**src/rtl/mcl_useq.sv**
```systemverilog
// mcl_useq: microcode sequencer for the MCL86 execution unit.
// It generates the microcode ROM address and a per-slot valid. Jumps can be
// immediate, dispatch (shifted opcode field) or return, optionally conditional,
// with a call/return stack that reports its level and a sticky error flag.
// Optional build macro: MCL_USEQ_STACK_TRAP_EN. When it is defined, stack
// overflow on a call or underflow on a return vectors to TRAP_ADDR.
module mcl_useq #(
  parameter int                ADDR_W      = 13,
  parameter int                STACK_DEPTH = 4,
  parameter int                COND_W      = 16,
  parameter int                DISPATCH_W  = 8,
  parameter logic [ADDR_W-1:0] RESET_ADDR  = 13'h0020,
  parameter logic [ADDR_W-1:0] TRAP_ADDR   = 13'h0010
) (
  input  logic                             CORE_CLK_INT,
  input  logic                             RESET_N_INT,
  input  logic                             USEQ_HOLD,
  input  logic                             UJ_VALID,
  input  logic [1:0]                       UJ_SRC,
  input  logic                             UJ_CALL,
  input  logic                             UJ_COND_EN,
  input  logic [$clog2(COND_W)-1:0]        UJ_COND_SEL,
  input  logic                             UJ_COND_POL,
  input  logic [1:0]                       UJ_SHIFT,
  input  logic [ADDR_W-1:0]                UJ_IMM,
  input  logic [COND_W-1:0]                COND_IN,
  input  logic [DISPATCH_W-1:0]            DISPATCH_IN,
  output logic [ADDR_W-1:0]                USEQ_ROM_ADDR,
  output logic                             USEQ_ROM_EN,
  output logic                             USEQ_SLOT_VALID,
  output logic [$clog2(STACK_DEPTH+1)-1:0] USEQ_STACK_LEVEL,
  output logic                             USEQ_STACK_ERR
);

  localparam int SEL_W = $clog2(COND_W);
  localparam int LVL_W = $clog2(STACK_DEPTH+1);
  // Wide enough to hold the dispatch field shifted by the maximum of 3.
  localparam int EW    = ADDR_W + DISPATCH_W + 3;

`ifdef MCL_USEQ_STACK_TRAP_EN
  localparam bit TRAP_EN = 1'b1;
`else
  localparam bit TRAP_EN = 1'b0;
`endif

  logic [ADDR_W-1:0] addr_q, addr_d;
  logic              valid_q, valid_d;
  logic [LVL_W-1:0]  level_q, level_d;
  logic              err_q, err_d;
  logic [ADDR_W-1:0] stack_q [STACK_DEPTH];

  logic              slot_valid, cond_bit, taken, push, pop, full, empty, ovf, unf;
  logic [ADDR_W-1:0] top, target, disp_tgt;

  assign slot_valid = valid_q & ~USEQ_HOLD;
  assign full       = (level_q == LVL_W'(STACK_DEPTH));
  assign empty      = (level_q == '0);

  // Condition bit select; an index beyond COND_W matches nothing and reads 0.
  always_comb begin
    cond_bit = 1'b0;
    for (int i = 0; i < COND_W; i++) begin
      if (UJ_COND_SEL == SEL_W'(i)) cond_bit = COND_IN[i];
    end
  end

  // Stack top read; the entry at index level-1 is the most recent push.
  always_comb begin
    top = '0;
    for (int i = 0; i < STACK_DEPTH; i++) begin
      if (level_q == LVL_W'(i + 1)) top = stack_q[i];
    end
  end

  // Jump decode. Slot valid already excludes hold, so push/pop are frozen too.
  assign taken = slot_valid & UJ_VALID & (UJ_SRC != 2'd3) &
                 (~UJ_COND_EN | (cond_bit ^ UJ_COND_POL));
  assign push  = taken & UJ_CALL & ~UJ_SRC[1];
  assign pop   = taken & (UJ_SRC == 2'd2);
  assign ovf   = push & full;
  assign unf   = pop & empty;

  // Dispatch target: the base keeps the bits outside the shifted field window.
  assign disp_tgt = ADDR_W'((EW'(UJ_IMM) & ~(EW'({DISPATCH_W{1'b1}}) << UJ_SHIFT)) |
                            (EW'(DISPATCH_IN) << UJ_SHIFT));

  // Next-state for address, valid, stack level and the sticky error flag.
  always_comb begin
    addr_d  = addr_q;
    valid_d = valid_q;
    level_d = level_q;
    err_d   = err_q;
    case (UJ_SRC)
      2'd0:    target = UJ_IMM;
      2'd1:    target = disp_tgt;
      default: target = unf ? RESET_ADDR : top;
    endcase
    if (TRAP_EN && (ovf || unf)) target = TRAP_ADDR;
    if (!USEQ_HOLD) begin
      if (taken) begin
        addr_d  = target;
        valid_d = 1'b0;   // squash the fall-through word already fetched
      end else begin
        addr_d  = addr_q + 1'b1;
        valid_d = 1'b1;
      end
      if (push && !full)  level_d = level_q + 1'b1;
      if (pop && !empty)  level_d = level_q - 1'b1;
      if (ovf || unf)     err_d   = 1'b1;
    end
  end

  // Sequencer state registers.
  always_ff @(posedge CORE_CLK_INT or negedge RESET_N_INT) begin
    if (!RESET_N_INT) begin
      addr_q  <= RESET_ADDR;
      valid_q <= 1'b0;
      level_q <= '0;
      err_q   <= 1'b0;
    end else begin
      addr_q  <= addr_d;
      valid_q <= valid_d;
      level_q <= level_d;
      err_q   <= err_d;
    end
  end

  // Stack entries. A normal push writes at index level; an overflowing push
  // shifts every entry down one place, dropping the oldest at index 0.
  genvar gi;
  generate
    for (gi = 0; gi < STACK_DEPTH; gi++) begin : g_stack
      logic [ADDR_W-1:0] ent_q, ent_d, shift_in;

      if (gi == STACK_DEPTH - 1) begin : g_top
        assign shift_in = addr_q;
      end else begin : g_mid
        assign shift_in = stack_q[gi+1];
      end

      // Select what this entry holds after the cycle.
      always_comb begin
        ent_d = ent_q;
        if (push) begin
          if (full)                          ent_d = shift_in;
          else if (level_q == LVL_W'(gi))    ent_d = addr_q;
        end
      end

      // Entry storage.
      always_ff @(posedge CORE_CLK_INT or negedge RESET_N_INT) begin
        if (!RESET_N_INT) ent_q <= '0;
        else              ent_q <= ent_d;
      end

      assign stack_q[gi] = ent_q;
    end
  endgenerate

  assign USEQ_ROM_ADDR    = addr_q;
  assign USEQ_ROM_EN      = ~USEQ_HOLD;
  assign USEQ_SLOT_VALID  = slot_valid;
  assign USEQ_STACK_LEVEL = level_q;
  assign USEQ_STACK_ERR   = err_q;

endmodule

```
**config.mk**
```make
export PLATFORM = sky130hd
export DESIGN_NAME = mcl_useq
export DESIGN_NICKNAME = d
export VERILOG_FILES = /design/src/rtl/mcl_useq.sv
export SDC_FILE = /design/constraint.sdc
export NUM_CORES = 1
export LEC_CHECK = 0
export BUFFER_PORTS_ARGS = -buffer_cell sky130_fd_sc_hd__buf_2
export CAP_MARGIN = 0
export CORE_MARGIN = 2
export CORE_UTILIZATION = 45
export CTS_BUF_LIST = sky130_fd_sc_hd__clkbuf_8
export DETAILED_ROUTE_END_ITERATION = 8
export PLACE_DENSITY = 0.75
export REMOVE_ABC_BUFFERS = 1
export SKIP_LAST_GASP = 1
export SYNTH_ARGS = -nofsm -noshare
export SYNTH_HDL_FRONTEND = slang
export SYNTH_SLANG_ARGS = --single-unit
export TNS_END_PERCENT = 10
```
**constraint.sdc**
```tcl
create_clock -name CORE_CLK_INT -period 3.25 [get_ports CORE_CLK_INT]
set_clock_uncertainty 0.15 [all_clocks]
set_input_delay 0.8125 -clock CORE_CLK_INT [delete_from_list [all_inputs] [get_ports CORE_CLK_INT]]
set_output_delay 0.8125 -clock CORE_CLK_INT [all_outputs]
set_load 0.02 [all_outputs]
```
Yosys cells after proc, flatten, opt, wreduce, memory -nomap -nowiden
Cells that the tools add are included.
{ "totals": {"regBits": 70, "in_bits": 52, "out_inout_bits": 19, "elab_cells": 105} }
{ "op_classes": {"n_addsub": 3, "n_eq_ne": 22, "shift": 2, "muxes": 34, "n_bitwise": 17, "n_reduce_logical": 19} }
{ "op_table": {"columns": ["cell", "count"], "rows": [
  ["two-way mux 13 bit", 14],
  ["== test 4 bit, second input constant", 8],
  ["case mux 13 bit (2 select lines)", 1],
  ["two-way mux 1 bit", 17],
  ["== test 4 x 3 -> 1 bit, second input constant", 4],
  ["adder 13 x 1 -> 13 bit, second input constant", 1],
  ["AND 13 bit", 1],
  ["inverter 13 bit", 1],
  ["OR 13 bit", 1],
  ["<< shifter 8 x 2 -> 13 bit", 1],
  ["<< shifter 8 x 2 -> 13 bit, first input constant", 1],
  ["AND reduction 2 bit", 6],
  ["nonzero test 2 bit", 5],
  ["AND 1 bit", 9],
  ["== test 4 x 2 -> 1 bit, second input constant", 2],
  ["== test 3 x 2 -> 1 bit, second input constant", 2],
  ["two-way mux 3 bit", 2],
  ["== test 4 x 1 -> 1 bit, second input constant", 1],
  ["zero test 4 bit", 1],
  ["adder 3 x 1 -> 3 bit, second input constant", 1],
  ["== test 3 x 1 -> 1 bit, second input constant", 1],
  ["== test 3 bit, second input constant", 1],
  ["zero test 3 bit", 1],
  ["inverter 1 bit", 3],
  ["10 further kinds", 12]
]} }

Longest topological paths before layout
Gate-level depths: netlist of the first run.
{ "logic_depth": {"depth_word": 25, "mapped_depth": 11} }

Least setup slack after synthesis of the first run
Ideal clock, no wire load.
{ "synth_timing": {"kind": "input to register", "start": "input port UJ_COND_SEL[1]", "end": "register g_stack[2].ent_q[0]", "setup_ns": 0.125, "arrival_ns": 3.061, "required_time_ns": 2.975, "slack_ns": -0.086, "stages": 11, "n_path_buf": 4, "path_cell_list": "buf_6 mux4_2 nor2b_1 a211oi_2 o21a_2 o311ai_2 buf_6 or3_1 buf_2 buf_6 mux2_4"} }
{ "synth_between": {"elab_chain_cells": 23, "word_cells_on_any_way": 38} }
{ "synth_lines": {"columns": ["element", "line", "text"], "rows": [
  ["start: declaration", "22", "input logic [$clog2(COND_W)-1:0] UJ_COND_SEL,"],
  ["zero test 4 bit", "63", "if (UJ_COND_SEL == SEL_W'(i)) cond_bit = COND_IN[i];"],
  ["two-way mux 1 bit (15 in a row)", "63", null],
  ["two-way mux 1 bit *", "63", null],
  ["XOR 1 bit *", "77", "(~UJ_COND_EN | (cond_bit ^ UJ_COND_POL));"],
  ["OR 1 bit *", "77", null],
  ["AND 1 bit *", "76", "assign taken = slot_valid & UJ_VALID & (UJ_SRC != 2'd3) &"],
  ["AND 1 bit * (2 in a row)", "78", "assign push = taken & UJ_CALL & ~UJ_SRC[1];"],
  ["AND reduction 2 bit (no source line) *", null, null],
  ["end signal: assignment", "153", "else ent_q <= ent_d;"],
  ["end: declaration", "133", "logic [ADDR_W-1:0] ent_q, ent_d, shift_in;"]
]} }
Every way passes the cells marked *; elsewhere a longest branch is shown, timed or not.
A chain may end at the register's enable or synchronous reset.

Worst setup path in the final report of the first run
{ "layout_timing": {"start": "input port UJ_COND_SEL[1]", "end": "register g_stack[1].ent_q[6]"} }
{ "layout_between": {"elab_chain_cells": 23, "word_cells_on_any_way": 38} }
{ "layout_lines": {"columns": ["element", "line"], "rows": [
  ["zero test 4 bit", "63"],
  ["two-way mux 1 bit (15 in a row)", "63"],
  ["two-way mux 1 bit *", "63"],
  ["XOR 1 bit *", "77"],
  ["OR 1 bit *", "77"],
  ["AND 1 bit *", "76"],
  ["AND 1 bit * (2 in a row)", "78"],
  ["AND reduction 2 bit (no source line) *", null],
  ["end signal: assignment", "153"],
  ["end: declaration", "133"]
]} }
Marks and branches as above.

==> out/metrics.yaml, run 1 <==
synth_cell_type_count: 53
placementRows: 36
synth_top_flop_cell: "dfrtp_1"
die-area_mm2: 0.0110
end_kind: "flop"
syn_area_mm2: 0.00460
cts_tree: "yes"
drt_wl_total_um: 13100
cp_data_arrival_time_ns: 3.03
grt_max_degree: 71
maxSlewHeadroom_pct: 47.6
grt-ovfl-total: 0
synth_compound_area_share_pct: 15.9
rsz0062_at_grt: "no"
root_buffer: "clkbuf_8"
drc: 0
clock_path_buffers: 2
async_flop_share_pct: 100
fin_crit_sh_pct: 90.2
dp_hpwl_um: 9480
syn_inst: 520
holdBufCountCts: 0
grt_pass1_vias: 4362
h-tree-depth: 3
multi_input_area_mm2: 0.00266
ir_drop_mv: 0.301
synth_top_family_by_area: "simple AND/OR/NAND/NOR gates"
dpl_worst_slack_ns: -0.0589
clock-sinks: 70
n_antenna_cell: 0
r2r_setup_slack_ns: 0.51
synthAdderAreaFrac_pct: 1.90
cts-buffers-inserted: 9
yosysWarnings: 0
power_density_mw_per_mm2: 717
slew_violations: 0
synth_xor_area_share_pct: 1.14
setup_viol: 0
drtAntennaViolNets: 0
via_per_inst: 5.90
clkPwrFrac_pct: 20.7
reg2reg_from: "USEQ_STACK_LEVEL[2]$_DFFE_PN0P_"
drtIter0Drc: 273
muxShareOfSynthArea_pct: 18.1
worstReg2RegEnd: "USEQ_ROM_ADDR[0]$_DFFE_PN0N_"
mostFrequentLayoutCell: "nand2_1"
gp_congestion: 0.882
clk_pin_slew_ns: 0.08
drive_above_1_share_pct: 29.3
max-cap-violations: 0
clk-insertion-delay-late_ns: 0.36
synth_area_per_cell_um2: 8.85
cp_max_fo: 8
syn_to_final_growth_pct: 17.7
internal-power_mw: 2.29
synth_edf_count: 0
layout_common_cells: "nand2_1, buf_2, dfrtp_1"
io_pins: 71
synth_simple_gate_area_share_pct: 20.3
antenna_found_initial: 0
net-switching-power_mw: 1.59
p_comb_share_pct: 41.0
fillCellCount: 861
crit_required_ns: 3.34
grtUsageTotal_pct: 24.7
drt_pass1_iterations: 6
hold_class: "in -> async"
port_buffers: 70
die_h_um: 105
ff2ff_path_depth: 7
critPathLaunchType: "input pin"
finalHoldViolCount: 0
post-cts-setup-buffer-count: 0
die_w_um: 105
swShare_pct: 40.9
fmax_ghz: 0.341
vias: 4282
worst_slack_ns: 0.319
cts_resized: 0
regArea_mm2: 0.00175
synth.yosys.seq_area_share_pct: 38.1
finalNetCount: 647
leakage_nw: 2.58
status: "finished clean"
total_power_mw: 3.88
path_class: "in -> reg"
wl_per_cell_um: 18.1
tightest_slew_ns: 0.784
finalCriticalPeriod_ns: 2.93
seqPwrFrac_pct: 38.4
core_mm2: 0.00986
grt_pass1_wl_um: 21600
initial_core_util_pct: 46.6
synth_seq_cells: 70
registers in the layout, indices dropped and copies added (netlist names):
signal,cells
g_stack.shift_in,39
valid_q,1
USEQ_ROM_ADDR,13
USEQ_STACK_ERR,1
g_stack.ent_q,13
USEQ_STACK_LEVEL,3
cell usage after synthesis (all sizes together) (8+ instances only):
cell / number / area (um2)
mux2i: 13 / 130
nor3: 9 / 50.1
dfrtp: 69 / 1730
mux2: 55 / 657
nand3b: 8 / 60.1
inv: 12 / 45.0
a22oi: 15 / 113
nand2: 129 / 484
nand3: 12 / 60.1
o21ai: 14 / 70.1
buf: 14 / 81.3
clkbuf: 22 / 82.6
nor2: 27 / 101
a21oi: 29 / 145
o211ai: 17 / 128
cell families after synthesis:
logic type                 Yosys count
DFF                                 70
muxes                               70
adders and majority gates            7
buffers and inverters               48
and+or+nand+nor                    213
AOI/OAI and AO/OA                  106
xor gates and xnor gates             6
worst max path at each step:
stage | start | end | slack [ns] | cells after the start
2_1_floorplan | UJ_COND_SEL[1] | g_stack[1].shift_in[2]$_DFFE_PN0P_ | -0.83 | 7
3_3_place_gp | UJ_COND_SEL[1] | g_stack[1].shift_in[3]$_DFFE_PN0P_ | -0.02 | 9
3_5_place_dp | UJ_COND_SEL[1] | g_stack[1].shift_in[3]$_DFFE_PN0P_ | -0.06 | 9
4_1_cts | UJ_COND_SEL[1] | g_stack[1].shift_in[10]$_DFFE_PN0P_ | 0.32 | 10
5_1_grt | UJ_COND_SEL[1] | g_stack[0].shift_in[6]$_DFFE_PN0P_ | 0.17 | 9
6_report | UJ_COND_SEL[1] | g_stack[0].shift_in[6]$_DFFE_PN0P_ | 0.32 | 9
metal layers:
layer | up-vias | GRT usage (%) | share of wire, %
li1 | 1977 | - | -
met1 | 2066 | 31.9 | 43
met2 | 199 | 39.7 | 47
met3 | 40 | 4.68 | 6.7
met4 | 0 | 12.1 | 3.7
met5 | - | 0 | 0
power by group through the flow:
stage | Clock (mW) | Sequential, mW | Combinational [mW]
after detailed placement | 0 | 1.49 | 1.57
after floorplan | 0 | 1.53 | 0.937
after global routing | 0.855 | 1.54 | 1.75
after global placement | 0 | 1.48 | 1.54
after CTS | 0.812 | 1.48 | 1.58
final | 0.803 | 1.49 | 1.59
worst max-delay path, stage by stage:
cell and delay, ns:
buf_2 0.13, mux4_2 0.48, nor2b_1 0.15, a211oi_2 0.22
nor3_1 0.11, o311ai_4 0.38, or3_1 0.20, buf_4 0.18
mux2_2 0.35
final cells by class:
class	instances	area share, %
inverter	12	0.832
multi-input combinational	402	49.0
sequential	70	32.4
clock inverter	6	1.57
clock buffer	10	2.54
tap	133	3.07
timing repair buffer	93	10.6
metrics by stage:
step	area, um2	setup TNS, ns	hold WS (ns)	cells	utilization (%)
after floorplan	4440	-36.84	0.306	484	-
after detailed placement	5190	-1.57	0.313	710	52.7
final	5420	0	0.329	726	54.9
after global routing	5420	0	0.337	726	54.9
after global placement	5190	-0.0786	0.311	710	52.7
after CTS	5420	0	0.331	726	54.9
No activity file was read; power rests on OpenSTA's default activity.
==> run 2, diff against run 1 <==
--- a/config.mk
+++ b/config.mk
@@ -11,7 +11,7 @@
 export CORE_UTILIZATION = 45
 export CTS_BUF_LIST = sky130_fd_sc_hd__clkbuf_8
 export DETAILED_ROUTE_END_ITERATION = 8
-export PLACE_DENSITY = 0.75
+export PLACE_DENSITY = 0.77
 export REMOVE_ABC_BUFFERS = 1
 export SKIP_LAST_GASP = 1
 export SYNTH_ARGS = -nofsm -noshare
==> constraint.sdc (replaced) <==
create_clock -name CORE_CLK_INT -period 2.4 [get_ports CORE_CLK_INT]
set_clock_uncertainty 0.15 [all_clocks]
set_input_delay 0.6 -clock CORE_CLK_INT [delete_from_list [all_inputs] [get_ports CORE_CLK_INT]]
set_output_delay 0.6 -clock CORE_CLK_INT [all_outputs]
set_load 0.02 [all_outputs]
==> out/metrics.yaml, run 2 (synthesis results as in run 1) <==
worst_slack_ns: -0.304  # -0.623 ns
max-cap-violations: 0  # unchanged
core_mm2: 0.00986  # unchanged
clock_path_buffers: 2  # unchanged
drive_above_1_share_pct: 32.9  # +3.6 points
rsz0062_at_grt: "yes"
grtUsageTotal_pct: 25.1  # +0.34 points
ir_drop_mv: 0.384  # +28%
end_kind: "flop"
violations: "setup timing"
status: "finished, violations left"
final.setup.tns_ns: -15.68  # -15.68 ns
syn_to_final_growth_pct: 22.5
die-area_mm2: 0.0110  # unchanged
holdBufCountCts: 0  # unchanged
path_class: "in -> reg"
root_buffer: "clkbuf_8"
drtIter0Drc: 400  # +47%
drc: 0  # unchanged
h-tree-depth: 3  # unchanged
drt_pass1_iterations: 7  # +1
hold_ws_ns: 0.120  # -0.209 ns
tightest_slew_ns: 0.552  # -0.232 ns
wl_per_cell_um: 17.9  # -0.98%
fin_crit_sh_pct: 113
setup_viol: 70  # +70
multi_input_area_mm2: 0.00273  # +2.8%
wl_met1_um: 5700  # +1.1%
fmax_ghz: 0.370
die_w_um: 105  # unchanged
highest_layer: "met4"
vias: 4426  # +3.4%
antenna_found_initial: 0  # unchanged
finalCriticalPeriod_ns: 2.70
initial_core_util_pct: 46.6  # unchanged
mostFrequentLayoutCell: "nand2_1"
slew_violations: 0  # unchanged
cts_tree: "yes"
cp_data_arrival_time_ns: 2.78  # -0.25 ns
critPathLaunch: "UJ_COND_SEL[1]"
grt_max_degree: 41  # -42%
clk_pin_slew_ns: 0.07  # about the same
n_antenna_cell: 0  # unchanged
cp_max_fo: 13  # +5
grt-ovfl-total: 0  # unchanged
crit_required_ns: 2.48  # -0.86 ns
via_per_inst: 5.90  # about the same
wl_met3_um: 1290  # +48%
grt_pass1_vias: 4297  # -1.5%
io_pins: 71  # unchanged
drt_wl_total_um: 13400  # +2.3%
finalHoldViolCount: 0  # unchanged
largest_reg_flops: 39  # unchanged
fillCellCount: 857  # -0.46%
postLayoutCoreUtil_pct: 57.1  # +2.2 points
met2_wirelength_um: 6250  # +1.8%
placementRows: 36  # unchanged
finalNetCount: 671  # +3.7%
clock-sinks: 70  # unchanged
power_density_mw_per_mm2: 948  # +32%
grt_pass1_wl_um: 22100  # +2.3%
regArea_mm2: 0.00175  # unchanged
layout_common_cells: "nand2_1, dfrtp_1, buf_2"
reg2reg_from: "USEQ_STACK_LEVEL[1]$_DFFE_PN0P_"
hold_class: "in -> async"
critPathLaunchType: "input pin"
port_buffers: 70  # unchanged
die_h_um: 105  # unchanged
gp_congestion: 0.889  # +0.88%
cts-buffers-inserted: 9  # unchanged
leakage_nw: 2.70  # +4.6%
maxSlewHeadroom_pct: 63.2  # +16 points
drtAntennaViolNets: 0  # unchanged
dp_hpwl_um: 10200  # +7.1%
clk-insertion-delay-late_ns: 0.34  # -0.02 ns
## run 2: worst paths after layout
path | endpoint | slack [ns] | depth (start not counted)
max | g_stack[0].shift_in[9]$_DFFE_PN0P_ | -0.30 | 9
min | g_stack[0].shift_in[9]$_DFFE_PN0P_ | 0.12 | 2
max reg2reg | USEQ_ROM_ADDR[5]$_DFFE_PN1N_ | -0.11 | 8
min reg2reg | USEQ_STACK_ERR$_DFFE_PN0P_ | 0.34 | 1
max in group asynchronous | USEQ_ROM_ADDR[5]$_DFFE_PN1N_ | 1.56 | 2
min in group CORE_CLK_INT | USEQ_STACK_ERR$_DFFE_PN0P_ | 0.34 | 1
## run 2: cell type report
cell class                 count  share of cell area, %
timing repair buffer         115                   13.3
sequential                    70                   31.1
tap                          133                   2.95
multi-input combinational    404                   48.5
inverter                      12                  0.799
clock buffer                  10                   2.44
clock inverter                 6                  0.977
## run 2: per-stage QoR
| step | setup WS (ns) | area [um2] | power (mW) | std cells |
|---|---|---|---|---|
| final | -0.304 | 5640 | 5.34 | 750 |
| after global routing | -0.342 | 5640 | 5.68 | 750 |
| after floorplan | -1.47 | 4440 | 3.34 | 484 |
| after CTS | -0.239 | 5650 | 5.33 | 750 |
| after global placement | -0.738 | 5380 | 4.25 | 731 |
| after detailed placement | -0.774 | 5380 | 4.35 | 731 |
## run 2: report_power, final
part           switching (mW)  internal, mW  total (mW)  leakage, nW
Combinational            1.35          1.05        2.40         1.69
Sequential              0.411          1.59        2.00        0.899
Clock                   0.448         0.498       0.945        0.105
Total                    2.20          3.14        5.34         2.70
## run 2: per-layer routing
layer | GRT usage (%) | vias up
li1 | - | 2046
met4 | 6.38 | 0
met3 | 4.49 | 20
met5 | 0 | -
met2 | 40.3 | 265
met1 | 35.0 | 2095
## run 2: worst max-delay path: stages
cell	delay, ns
buf_8	0.08
mux4_2	0.49
nor2b_4	0.15
a211oi_4	0.22
o21a_2	0.22
o311ai_4	0.14
or3_4	0.44
buf_12	0.16
mux2_2	0.28
## run 2: what timing repair did
action                                  CTS  global route
setup buffers                             2             1
endpoints found under the setup margin   70            70
gates cloned                              2             0
resized for setup                        13             0
pin swaps                                 9             5
hold endpoints to repair                  0             0
